**config.mk**
```make
export PLATFORM = sky130hd
export DESIGN_NAME = ahb_to_fpga_sram_if
export DESIGN_NICKNAME = d
export VERILOG_FILES = /design/src/rtl/ahb_to_fpga_sram_if.sv
export SDC_FILE = /design/constraint.sdc
export NUM_CORES = 1
export LEC_CHECK = 0
export BUFFER_PORTS_ARGS = -buffer_cell sky130_fd_sc_hd__buf_2
export CORE_ASPECT_RATIO = 1.1
export CORE_MARGIN = 2
export CORE_UTILIZATION = 42
export CTS_CLUSTER_SIZE = 12
export DETAILED_ROUTE_END_ITERATION = 10
export GPL_ROUTABILITY_DRIVEN = 1
export PLACE_DENSITY = 0.9
export SYNTH_ARGS = -nofsm -noshare
export SYNTH_HDL_FRONTEND = slang
export SYNTH_SLANG_ARGS = --single-unit
```
**constraint.sdc**
```tcl
create_clock -name HCLK -period 1.94 [get_ports HCLK]
set_input_delay 0.194 -clock HCLK [delete_from_list [all_inputs] [get_ports HCLK]]
set_output_delay 0.194 -clock HCLK [all_outputs]
set_load 0.01 [all_outputs]
```
**src/rtl/ahb_to_fpga_sram_if.sv**
```systemverilog
// AHB-Lite zero-wait-state bridge to a 1-cycle registered-read, byte-write FPGA SRAM.
// Optional access counters are built when AHB_SRAM_ACCESS_CNT_EN is defined.
module ahb_to_fpga_sram_if #(
  parameter int AW = 18
) (
  input  logic          HCLK,
  input  logic          HRESETn,
  input  logic          HSEL,
  input  logic          HREADY,
  input  logic [1:0]    HTRANS,
  input  logic [2:0]    HSIZE,
  input  logic          HWRITE,
  input  logic [AW-1:0] HADDR,
  input  logic [31:0]   HWDATA,
  output logic          HREADYOUT,
  output logic          HRESP,
  output logic [31:0]   HRDATA,
  input  logic [31:0]   SRAMRDATA,
  output logic [AW-3:0] SRAMADDR,
  output logic [31:0]   SRAMWDATA,
  output logic [3:0]    SRAMWEN,
  output logic          SRAMCS,
  output logic [31:0]   RDCNT,
  output logic [31:0]   WRCNT
);

  logic          accepted;
  logic          rd_ap;
  logic          wr_ap;
  logic          commit;
  logic          merge_hit;
  logic [3:0]    byte_en;
  logic [AW-3:0] wr_addr;
  logic [3:0]    wr_we;
  logic          wr_dph;
  logic [31:0]   buf_data;
  logic          buf_pend;
  logic          rd_dph;
  logic [AW-3:0] rd_addr;
  logic          unused_inputs;

  assign unused_inputs = &{1'b0, HTRANS[0]};

  assign HREADYOUT = 1'b1;
  assign HRESP     = 1'b0;

  assign accepted = HSEL & HREADY & HTRANS[1];
  assign rd_ap    = accepted & ~HWRITE;
  assign wr_ap    = accepted & HWRITE;
  // Reads own the SRAM port; a buffered write only drains on non-read cycles.
  assign commit   = buf_pend & ~rd_ap;

  always_comb begin
    byte_en = 4'b1111;
    case (HSIZE)
      3'd0:    byte_en = 4'b0001 << HADDR[1:0];
      3'd1:    byte_en = HADDR[1] ? 4'b1100 : 4'b0011;
      default: byte_en = 4'b1111;
    endcase
  end

  always_ff @(posedge HCLK or negedge HRESETn) begin
    if (!HRESETn) begin
      wr_addr  <= '0;
      wr_we    <= '0;
      wr_dph   <= 1'b0;
      buf_data <= '0;
      buf_pend <= 1'b0;
      rd_dph   <= 1'b0;
      rd_addr  <= '0;
    end else begin
      wr_dph <= wr_ap;
      rd_dph <= rd_ap;
      if (wr_ap) begin
        wr_addr <= HADDR[AW-1:2];
        wr_we   <= byte_en;
      end
      if (rd_ap) rd_addr <= HADDR[AW-1:2];
      if (wr_dph) buf_data <= HWDATA;
      if (wr_ap) buf_pend <= 1'b1;
      else if (commit) buf_pend <= 1'b0;
    end
  end

  always_comb begin
    SRAMCS    = 1'b0;
    SRAMWEN   = 4'b0000;
    SRAMADDR  = HADDR[AW-1:2];
    SRAMWDATA = buf_data;
    if (rd_ap) begin
      SRAMCS = 1'b1;
    end else if (buf_pend) begin
      SRAMCS    = 1'b1;
      SRAMWEN   = wr_we;
      SRAMADDR  = wr_addr;
      SRAMWDATA = wr_dph ? HWDATA : buf_data;
    end
  end

  // Bytes still sitting in the write buffer override stale SRAM read data.
  assign merge_hit = buf_pend & (rd_addr == wr_addr);

  always_comb begin
    HRDATA = 32'h0;
    if (rd_dph) begin
      for (int i = 0; i < 4; i++) begin
        HRDATA[8*i +: 8] = (merge_hit && wr_we[i]) ? buf_data[8*i +: 8] : SRAMRDATA[8*i +: 8];
      end
    end
  end

`ifdef AHB_SRAM_ACCESS_CNT_EN
  always_ff @(posedge HCLK or negedge HRESETn) begin
    if (!HRESETn) begin
      RDCNT <= 32'h0;
      WRCNT <= 32'h0;
    end else begin
      if (rd_ap) RDCNT <= RDCNT + 32'd1;
      if (wr_ap) WRCNT <= WRCNT + 32'd1;
    end
  end
`else
  assign RDCNT = 32'h0;
  assign WRCNT = 32'h0;
`endif

endmodule

```
* After elaboration in Yosys (flattened, before gate mapping)
Index checks and enable logic that the tools add are counted.
** Cells by class
- Equality and inequality tests :: 2
- Shifts and indexed selects :: 1
- Mux-type cells :: 18
- Bitwise gates (word level) :: 8
- Reduce and logical (&&, ||, !) cells :: 6
** Operator list (count)
- $mux 32 :: 4
- $mux 16 :: 2
- $mux 8 :: 4
- $eq 16x16->1 :: 1
- $mux 4 :: 3
- $pmux 4 s2 :: 1
- $and 1x1->1 :: 6
- $logic_and 1x1->1 :: 4
- $mux 1 :: 4
- $shl 1x2->4 const A :: 1
- $eq 3x1->1 const B :: 1
- $logic_not 3->1 :: 1
- $not 1->1 :: 2
- $reduce_bool 2->1 :: 1
** Word-level totals
- Bits in registers :: 71
- Input bits :: 92
- Output and inout port bits :: 151
- Word-level logic and storage cells :: 42

* Longest topological paths before layout
- Depth in word-level cells :: 7
- Depth in mapped cells :: 7
- Mapped depth without buffers :: 5

* Worst setup path after synthesis
OpenSTA, ideal clock, no wires.
- Kind :: register to output
- From :: reg wr_addr[0]
- To :: out HRDATA[10]
- Arrival time :: 1721 ps
- Slack :: 25 ps
- Cell stages (with the launch flop) :: 8
- Buffers on the path :: 2
- Cells stage by stage :: dfrtp_1 xnor2_1 nand2_1 or4_4 buf_6 buf_8 o31ai_1 a21oi_1
** Between the ends
- Word-level cells in the longest chain between the ends :: 5
** Ends and longest elaborated chain
- start: declaration :: RTL line 33 : logic [AW-3:0] wr_addr;
- start signal: assignment :: RTL line 75 : wr_addr <= HADDR[AW-1:2];
- $eq 16x16->1 :: RTL line 101 : assign merge_hit = buf_pend & (rd_addr == wr_addr);
- $and 1x1->1 :: RTL line 101
- $logic_and 1x1->1 :: RTL line 107 : HRDATA[8*i +: 8] = (merge_hit && wr_we[i]) ? buf_data[8*i +: 8] : SRAMRDATA[8*i +: 8];
- $mux 8 :: RTL line 107
- $mux 32 :: RTL line 105 : if (rd_dph) begin
- end: declaration :: RTL line 17 : output logic [31:0] HRDATA,
No other way between the ends.

* Worst setup path in the final report
- From :: reg wr_addr[1]
- To :: out HRDATA[8]
The elaborated chain is that of the path after synthesis.

==> run summary <==
Status: complete, but fails checks
Failing checks: setup timing
VDD IR-drop max: 576.5 uV
Startpoint class of the critical path: flop
DRC Markers: 0
Critical Path AT: 2.31 ns
Critical-path top delay cell: or4_4
Vias in the first global route: 4102
IO Pins: 243
Power consumption: 5.430 mW
Worst reg-to-reg setup slack: 0.62 ns
Initial core utilization: 42.91%
Site Rows: 40
Synthesized flop and latch total: 71
Largest net degree at the start of global routing: 38
Register area share after synthesis: 37.95%
Max-Cap Viols: 0
Kind of critical path: flop to output pin
Syn_area_per_cell: 9.290 um2
Drt wl/cell: 17.21 um
Final nets: 795
# H-tree levels: 3
Drt first pass iters: 7
CTS Sinks: 71
Power per cell area: 829.0 nW/um2
N_diodes: 0
Initial DRC count: 322
Die W: 104.7 um
Synth unique cells: 33
Cell count after synthesis: 504
Cts bufs inserted: 9
CTS tree: yes
Area Growth Syn to Fin: 39.90%
Crit path buf inv count: 2
Worst-path cell chain: xnor2_1, nand2_1, or4_4, buf_12, o31ai_2, a21oi_1, buf_2
Deepest clock path buffer count: 2
Synth area leaders: dfrtp_1 (38%), mux2_2 (16%), buf_4 (11%), nand2_1 (7.5%), o31ai_1 (5.1%)
Endpoints failing hold: 0
RD Place Congestion: 0.8003
HP Class: input pin to flop
Core area: 10910 um2
CP required: 1.75 ns
Mapped Area: 4682 um2
Clk_lat worst skew: 0.33 ns
Family with the most delay on the worst path: simple AND/OR/NAND/NOR gates
Post-DP HPWL: 9.598 mm
Routed via count: 4415
DIE HEIGHT: 114.7 um
First-pass GRT wire length: 20.54 mm
Yosys top cell by area: dfrtp_1
Setup ws final: -0.5662 ns
Clock root buffer: clkbuf_16
Critical Path Fanout Max: 32
Lkg Pwr: 3.296 nW
Antenna violations before repair: 0
Sum of negative setup slack: -16.15 ns
Reg clk slew, reported paths: 0.06 ns
Number of cells after detailed placement: 824
IO Port Bufs: 175
Total gr overflow: 0
Total track usage: 21.68%
Share of layout cells above drive strength 1: 49.15%
Min Clock Period, post-route: 2.506 ns
Total Wirelength: 14.72 mm
Clock Skew: 0.005460 ns
Via/cell ratio: 5.164
Dpl ws: -0.2101 ns
Final setup viols: 47
Final period utilization: 129.2%
Crit-path max cell delay: 0.53 ns
Synth Warn #: 0
Final slew viol count: 0
Post-synth top area share: 37.95%
Area of the die: 12010 um2
Final ANT Viol Nets: 0
Setup crit end kind: output pin
Final Non-Filler Cells: 855
Fmax: 0.3990 GHz
RSZ-0062 raised after global routing: yes
[worst reg2reg max path, delay by kind of cell (launching register included)]
kind	cells	cell delay, ns
muxes	1	0.31
buffers and inverters	3	0.46
DFF	1	0.44
[timing repair]
| item | 4_1_cts | 5_1_grt |
|---|---|---|
| pin swaps | 0 | 10 |
| hold buffers | 1 | 0 |
| resized for setup | 32 | 52 |
| gates cloned | 2 | 4 |
| hold endpoints to repair | 34 | 0 |
| setup buffers | 2 | 7 |
| endpoints found under the setup margin | 62 | 64 |
[registers in the layout (all words and copies together), names as in the netlist]
name / count
wr_dph: 1
rd_dph: 1
buf_data: 32
wr_addr: 16
wr_we: 4
buf_pend: 1
rd_addr: 16
[per-layer routing]
metal	routed length (um)	track usage (%)	vias to the layer above	part of all wire [%]
li1	-	-	2031	-
met1	5644	25.50	2118	38
met2	7674	39.04	237	52
met3	1076	4.365	29	7.3
met4	323	8.800	0	2.2
met5	0	0	-	0
[per-stage QoR]
| step | hold slack (ns) | instance area (um2) | util [%] |
|---|---|---|---|
| after CTS | 0.06683 | 6171 | 56.56 |
| after detailed placement | 0.1866 | 5658 | 51.86 |
| final | 0.08183 | 6550 | 60.03 |
| after floorplan | -0.1016 | 4922 | - |
| after global routing | 0.07209 | 6550 | 60.03 |
| after global placement | 0.1848 | 5658 | 51.86 |
[cells in the mapped netlist]
master     instances
nor4_2             1
nor3_1             1
a222oi_1           1
conb_1             2
xor2_1             7
a21oi_1           35
o31ai_1           32
nor4_1             3
mux2_1            13
nand2b_1           2
or2_2              1
buf_1              3
nand2_1           93
nor2_1             9
buf_8              3
buf_6              1
dfrtp_1           71
o21ai_0            4
or4_4              1
and3_1             1
a211oi_1           1
nand4_1           34
xnor2_1            6
buf_4             66
mux2_2            67
nand3_1            2
buf_2             12
clkbuf_1          18
o21ai_1            1
o22ai_1            1
inv_1              6
a2111oi_0          1
clkinv_1           5
[report_power, final]
part	leakage (nW)	switching (mW)	internal, mW
Clock	0.149	0.641	1.04
Combinational	2.28	0.836	0.922
Sequential	0.866	0.225	1.77
[final timing paths]
check                      cells after the start                    from                     end
min reg2reg                                    2  rd_addr[3]$_DFFE_PN0P_  rd_addr[3]$_DFFE_PN0P_
max                                            7  wr_addr[1]$_DFFE_PN0P_               HRDATA[8]
max in group asynchronous                      3                 HRESETn  buf_data[25]$_DFF_PN0_
min                                            3                HADDR[6]  wr_addr[4]$_DFFE_PN0P_
max reg2reg                                    4        wr_dph$_DFF_PN0_  buf_data[12]$_DFF_PN0_
min in group asynchronous                      2                 HRESETn   buf_data[0]$_DFF_PN0_
[final cells by class]
type / instances / area, um2
fill: 905 / 4360
multi-input combinational: 383 / 2683
sequential: 71 / 1778
timing repair buffer: 227 / 1556
clock buffer: 10 / 239.0
tap: 147 / 183.9
clock inverter: 6 / 68.82
inverter: 11 / 41.29
[cell usage in the layout, fill, tap and decap left out, drive strengths merged]
cell type,synthesis,routed
a2111oi,1,1
a211oi,1,1
a21oi,35,35
a222oi,1,1
and3,1,1
buf,85,223
bufinv,0,1
clkbuf,18,13
clkinv,5,8
clkinvlp,0,1
conb,2,66
dfrtp,71,71
dlygate4sd3,0,1
inv,6,7
mux2,80,80
nand2,93,93
nand2b,2,2
nand3,2,2
nand4,34,34
nor2,9,9
nor3,1,1
nor4,4,4
o21ai,5,5
o22ai,1,1
o31ai,32,32
or2,1,1
or4,1,1
xnor2,6,6
xor2,7,7
[cell families after synthesis]
logic type	share of synthesized area (%)
and+or+nand+nor	14.48
buffers and inverters	15.63
muxes	19.24
AOI/OAI and AO/OA	10.10
DFF	37.95
xor gates and xnor gates	2.432
other	0.1604
No activity file was read; power rests on OpenSTA's default activity.
